`config.mk`:
```
export PLATFORM = sky130hd
export DESIGN_NAME = fetch_stage
export DESIGN_NICKNAME = d
export VERILOG_FILES = /design/src/rtl/fetch_stage.sv
export SDC_FILE = /design/constraint.sdc
export NUM_CORES = 1
export LEC_CHECK = 0
export ABC_AREA = 1
export CORE_UTILIZATION = 28
export DETAILED_ROUTE_END_ITERATION = 6
export MAX_ROUTING_LAYER = met4
export PLACE_DENSITY = 0.85
export RECOVER_POWER = 100
export SYNTH_ARGS = -nofsm -noshare
export SYNTH_HDL_FRONTEND = slang
export SYNTH_SLANG_ARGS = --single-unit
```
`constraint.sdc`:
```
create_clock -name clk -period 1.9 [get_ports clk]
set_input_delay 0.57 -clock clk [delete_from_list [all_inputs] [get_ports clk]]
set_output_delay 0.57 -clock clk [all_outputs]
set_load 0.01 [all_outputs]
```
`src/rtl/fetch_stage.sv`:
```
// IF-stage front end: PC register, HLT freeze, decode redirects and a 2-bit BHT + BTB predictor.
// Define FETCH_BHT_EN to build the predictor; otherwise fetch is static not-taken with no predictor storage.
module fetch_stage #(
  parameter int unsigned BHT_IDX_W = 3,
  parameter logic [15:0] RESET_PC  = 16'h0000
) (
  input  logic        clk,
  input  logic        rst,
  input  logic        PC_stall,
  input  logic        mispredicted,
  input  logic [15:0] actual_target,
  input  logic        ID_update_en,
  input  logic [15:0] ID_PC_curr,
  input  logic        ID_actual_taken,
  input  logic [15:0] ID_actual_target,
  output logic [15:0] imem_addr,
  input  logic [15:0] imem_data,
  output logic [15:0] PC_curr,
  output logic [15:0] PC_next,
  output logic [15:0] instr_out,
  output logic        predicted_taken,
  output logic [15:0] predicted_target,
  output logic        halted
);

  logic [15:0] pc_q;
  logic        halted_q;
  logic [3:0]  opcode;
  logic        is_branch;
  logic        is_hlt;

  assign opcode    = imem_data[15:12];
  assign is_branch = (opcode == 4'b1100) || (opcode == 4'b1101);
  assign is_hlt    = (opcode == 4'b1111);

  assign imem_addr = pc_q;
  assign PC_curr   = pc_q;
  assign PC_next   = pc_q + 16'd2;
  assign instr_out = imem_data;
  assign halted    = halted_q;

`ifdef FETCH_BHT_EN
  localparam int unsigned ENTRIES = 1 << BHT_IDX_W;
  localparam int unsigned TAG_W   = 15 - BHT_IDX_W;

  logic [1:0]           bht        [ENTRIES];
  logic [ENTRIES-1:0]   btb_valid;
  logic [TAG_W-1:0]     btb_tag    [ENTRIES];
  logic [15:0]          btb_target [ENTRIES];
  logic [BHT_IDX_W-1:0] fetch_idx;
  logic [BHT_IDX_W-1:0] upd_idx;
  logic [TAG_W-1:0]     fetch_tag;
  logic [TAG_W-1:0]     upd_tag;
  logic                 unused;

  assign fetch_idx = pc_q[BHT_IDX_W:1];
  assign fetch_tag = pc_q[15:BHT_IDX_W+1];
  assign upd_idx   = ID_PC_curr[BHT_IDX_W:1];
  assign upd_tag   = ID_PC_curr[15:BHT_IDX_W+1];
  assign unused    = ^{imem_data[11:0], ID_PC_curr[0]};

  // Reads see the pre-update entry; a same-cycle update is visible on the next fetch.
  assign predicted_taken  = is_branch && bht[fetch_idx][1] && btb_valid[fetch_idx] &&
                            (btb_tag[fetch_idx] == fetch_tag);
  assign predicted_target = predicted_taken ? btb_target[fetch_idx] : PC_next;

  always_ff @(posedge clk or negedge rst) begin
    if (!rst) begin
      for (int i = 0; i < ENTRIES; i++) bht[i] <= 2'b01;
      btb_valid <= '0;
    end else if (ID_update_en) begin
      if (ID_actual_taken) begin
        if (bht[upd_idx] != 2'b11) bht[upd_idx] <= bht[upd_idx] + 2'd1;
        btb_valid[upd_idx] <= 1'b1;
      end else if (bht[upd_idx] != 2'b00) begin
        bht[upd_idx] <= bht[upd_idx] - 2'd1;
      end
    end
  end

  // Tag and target are qualified by btb_valid, so they need no reset.
  always_ff @(posedge clk) begin
    if (ID_update_en && ID_actual_taken) begin
      btb_tag[upd_idx]    <= upd_tag;
      btb_target[upd_idx] <= ID_actual_target;
    end
  end
`else
  logic unused;

  assign unused = ^{imem_data[11:0], is_branch, ID_update_en, ID_PC_curr,
                    ID_actual_taken, ID_actual_target};
  assign predicted_taken  = 1'b0;
  assign predicted_target = PC_next;
`endif

  always_ff @(posedge clk or negedge rst) begin
    if (!rst) begin
      pc_q     <= RESET_PC;
      halted_q <= 1'b0;
    end else if (mispredicted) begin
      pc_q     <= actual_target;
      halted_q <= 1'b0;
    end else if (PC_stall) begin
      pc_q <= pc_q;
    end else if (halted_q || is_hlt) begin
      halted_q <= 1'b1;
    end else begin
      pc_q <= predicted_target;
    end
  end

endmodule

```
==> After elaboration in Yosys (flattened, before gate mapping) <==
Cells that the tools add are included.
{ "totals": {"register_bits": 17, "inputBits": 70, "output_inout_bits": 82, "elab_cells": 16} }
{ "op_classes": {"add_sub_neg": 1, "n_eq_ne": 3, "muxes": 6, "n_reduce_logical": 4} }
{ "ops": {"columns": ["operator", "n"], "rows": [
  ["$mux 16", 3],
  ["$add 16x2->16 const B", 1],
  ["$eq 4x4->1 const B", 1],
  ["$reduce_and 2->1", 2],
  ["$mux 1", 3],
  ["$ne 2x1->1 const B", 1],
  ["$ne 2x2->1 const B", 1],
  ["$reduce_bool 2->1", 1],
  ["$logic_or 1x1->1", 1]
]} }

==> Longest topological paths before layout <==
{ "logic_depth": {"ltp_word": 5, "ltp_mapped": 8, "depth_no_buf": 8} }

==> Worst setup path before layout <==
No wires, ideal clock.
{ "synth_path": {"path_type": "register to output", "start": "register pc_q[1], in the netlist PC_curr[1]", "end": "output predicted_target[9]", "arrival_ns": 1.494, "required_time_ns": 1.330, "path_slack_ns": -0.164, "path_stages_with_launch": 7, "path_buffers": 1, "cell_sequence": "dfrtp_1 -> ha_1 -> nand3_4 -> inv_1 -> nand2_1 -> xor2_1 -> buf_4"} }
{ "synth_via": {"elab_chain_cells": 1} }
{ "synth_rtl": {"columns": ["element", "line_no", "rtl"], "rows": [
  ["start, declared", "26", "logic [15:0] pc_q;"],
  ["start signal, assigned", "102", "pc_q <= actual_target;"],
  ["start signal, assigned", "105", "pc_q <= pc_q;"],
  ["start signal, assigned", "109", "pc_q <= predicted_target;"],
  ["$add 16x2->16", "38", "assign PC_next = pc_q + 16'd2;"],
  ["end, declared", "22", "output logic [15:0] predicted_target,"]
]} }
No other way between the ends.

==> Final worst setup path <==
{ "layout_path": {"start": "register pc_q[1], in the netlist PC_curr[1]", "end": "output PC_next[5]"} }
{ "layout_via": {"elab_chain_cells": 1} }
{ "layout_rtl": {"columns": ["element", "line_no", "rtl"], "rows": [
  ["$add 16x2->16", "38", null],
  ["end, declared", "19", "output logic [15:0] PC_next,"]
]} }
No other way between the ends.

==> results.tsv <==
metric	value	unit
grt_max_degree	18	
die_w	78.1	um
r2r_slack	0.41	ns
antennaDiodeCount	0	
initialDrtViolationCount	77	
power_density	617	mW/mm2
synth_cells	237	
violations	setup timing	
p_comb_share	58.7	%
die_h	78.1	um
outcome	complete, but fails checks	
io_pins	152	
period_minus_slack	2.12	ns
synth-seq-cells	17	
fillers	558	
ys_types	27	
p_leak	1.48	nW
final_cells	408	
final.period_utilization	112	%
grt_first_pass_wirelength	8560	um
p_int	1.14	mW
hold_violations	0	
max_stage_delay	0.40	ns
syn_area_per_cell	6.85	um2
multi_input_area	922	um2
cts_root_buf	clkbuf_8	
finClkSkew	0.00468	ns
core	0.00554	mm2
seq_area_frac_synth	26.2	%
whs_endpoint	halted	
rows	27	
place_congestion	0.796	
clock-sinks	17	
cp_common_cell	buf_4	
tritoncts	done	
dpl.cell_count	378	
grt.met3_usage	4.19	%
slew_headroom	32.0	%
die_area	0.00610	mm2
grt_pass1_vias	1845	
max_freq	0.471	GHz
drt-wirelength-per-cell	13.4	um
met2_usage	34.6	%
final_nets	408	
antenna_left	0	
vias_per_cell	4.40	
final-seq-area	430	um2
crit_path_start_kind	flop	
gr-usage-all-layers	18.3	%
crit_type	reg -> out	
yosysWarningCount	0	
synth_area	0.00162	mm2
hp-class	reg -> reg	
layout-drive-gt1-share	41.4	%
worstPathArrival	1.55	ns
critPathMaxFanout	5	
insertion_delay	0.26	ns
vias	1794	
ir_worst_vdd	0.370	mV
tightest_slew	1.02	ns
grt.overflow.total	0	
r2r-end	PC_curr[15]	
switching_share	37.0	%
htree_levels	1	
endpoint_kind	primary output	
clockPowerShare	16.0	%
p_sw	667	uW
start_util	29.3	%
timing.final.ws_setup	-0.222	ns
numCtsBuffers	3	
cts.path.max_buffers	2	
finalWirelength	5460	um
drc	0	
cp_cell_sequence	ha_4, nand3_4, buf_4, buf_4, xnor2_4, buf_2	
holdPathStages	2	
setup_viol	27	
reg2reg_from	PC_curr[1]	
met1_usage	18.2	%
min_from	halted	
design_area	0.00292	mm2
worst-r2r-cell-count	10	
grt_antenna_before_repair	0	
cap_violations	0	
numPortBuffers	92	
sequentialPowerShare	25.4	%
slew_viol_final	0	
synthesis.nets	308	
rsz0062_at_grt	true	
syn_to_final_growth	80.0	%
dpl.hpwl	3690	um
critPathSlowestCell	dfrtp_2	
cts.clk_slew.worst_paths	0.07	ns
firstDrtPassIters	4	
top_usage_layer	met2	
place_area	0.00250	mm2
critPathRequiredTime	1.33	ns
==> through the flow <==
stage	utilization [%]	hold WS [ns]	setup TNS (ns)	worst slack [ns]	power [mW]
after floorplan	-	0.274	0	0.0127	0.967
after global placement	45.1	0.525	-7.64	-0.327	1.38
after detailed placement	45.1	0.548	-9.04	-0.377	1.40
after CTS	49.6	0.560	-3.02	-0.219	1.73
after global routing	52.7	0.577	-5.15	-0.298	1.91
final	52.7	0.548	-3.17	-0.222	1.80
==> final cells by class <==
type | count | area share (%)
multi-input cells | 138 | 31.6
inverters | 27 | 3.47
clock buffers | 4 | 1.54
repair buffers | 150 | 45.6
flip-flops and latches | 17 | 14.7
well taps | 72 | 3.08
==> power groups by stage <==
stage	registers, mW	clock network, mW	logic (mW)
finish	0.458	0.288	1.06
global route	0.463	0.309	1.14
CTS	0.458	0.292	0.976
detailed placement	0.464	0	0.937
global placement	0.459	0	0.920
floorplan	0.505	0	0.462
==> cell families after synthesis <==
| group | after synthesis | share of synthesized area (%) |
|---|---|---|
| compound gates | 8 | 3.24 |
| xor+xnor | 5 | 3.16 |
| fa+ha+maj | 1 | 0.771 |
| buf+inv | 82 | 31.0 |
| flops | 17 | 26.2 |
| other cells | 1 | 0.231 |
| simple gates | 123 | 35.4 |
==> per-layer routing <==
layer / vias to the layer above / wire length (um)
met5: - / 0
met4: 0 / 110
met3: 14 / 329
met2: 74 / 3020
met1: 825 / 2000
li1: 881 / -
==> cells in the mapped netlist <==
master | n | area share (%)
xnor2_2 | 1 | 1.0
clkbuf_1 | 1 | 0.23
nor3_1 | 1 | 0.31
buf_2 | 3 | 0.92
inv_1 | 26 | 6.0
nor2_4 | 1 | 0.69
nand3_1 | 29 | 8.9
o21ai_2 | 1 | 0.54
xnor2_1 | 3 | 1.6
buf_4 | 51 | 24
inv_2 | 1 | 0.23
nand4_1 | 3 | 1.2
xor2_1 | 1 | 0.54
or2_2 | 1 | 0.39
and2_1 | 4 | 1.5
nand2_2 | 3 | 1.2
a21oi_1 | 1 | 0.31
o21ai_0 | 4 | 1.2
nor2_1 | 6 | 1.4
nor2_2 | 5 | 1.9
o211ai_1 | 1 | 0.46
nand3_4 | 2 | 2.2
dfrtp_1 | 17 | 26
o21bai_2 | 1 | 0.69
conb_1 | 1 | 0.23
nand2_1 | 68 | 16
ha_1 | 1 | 0.77
==> cells in the final DEF, fill, tap and decap left out, types with 4 or more instances in the layout <==
cell and count:
nand3_1 23, buf_4 43, buf_2 5, clkbuf_1 5, dlygate4sd3_1 4, nand2_2 9
and2_4 4, buf_6 29, dfrtp_2 4, clkbuf_2 5, nand3_2 4, clkdlybuf4s25_1 6
dlygate4sd2_1 20, nor2_4 8, dfrtp_1 13, clkdlybuf4s50_1 28, nand3_4 4, nand2_1 59
inv_1 22, inv_2 5
==> critical path: cells and delay by family (launching register included) <==
family / cells / cell delay [ns]
adder cells (fa/ha/maj): 1 / 0.16
XOR/XNOR: 1 / 0.15
AND/OR/NAND/NOR: 1 / 0.12
buffers and inverters: 3 / 0.46
flip-flops: 1 / 0.40
==> repair_timing <==
item	4_1_cts	5_1_grt
setup endpoints to repair	49	48
setup buffers	17	10
pin swaps	13	17
hold buffers	0	0
resized for setup	176	52
==> worst max-delay path by stage <==
stage               start                    to  slack (ns)  cells past startpoint
6_report       PC_curr[1]            PC_next[5]       -0.22                      6
5_1_grt        PC_curr[6]  predicted_target[11]       -0.30                      6
4_1_cts        PC_curr[2]  predicted_target[11]       -0.22                      7
3_5_place_dp   PC_curr[1]  predicted_target[11]       -0.38                      7
3_3_place_gp   PC_curr[1]           PC_next[11]       -0.33                      7
2_1_floorplan  PC_curr[1]  predicted_target[13]        0.01                      6
==> state kept, by name (all words and copies together) (netlist names) <==
register	flops
halted	1
PC_curr	16
No activity file was read; power rests on OpenSTA's default activity.
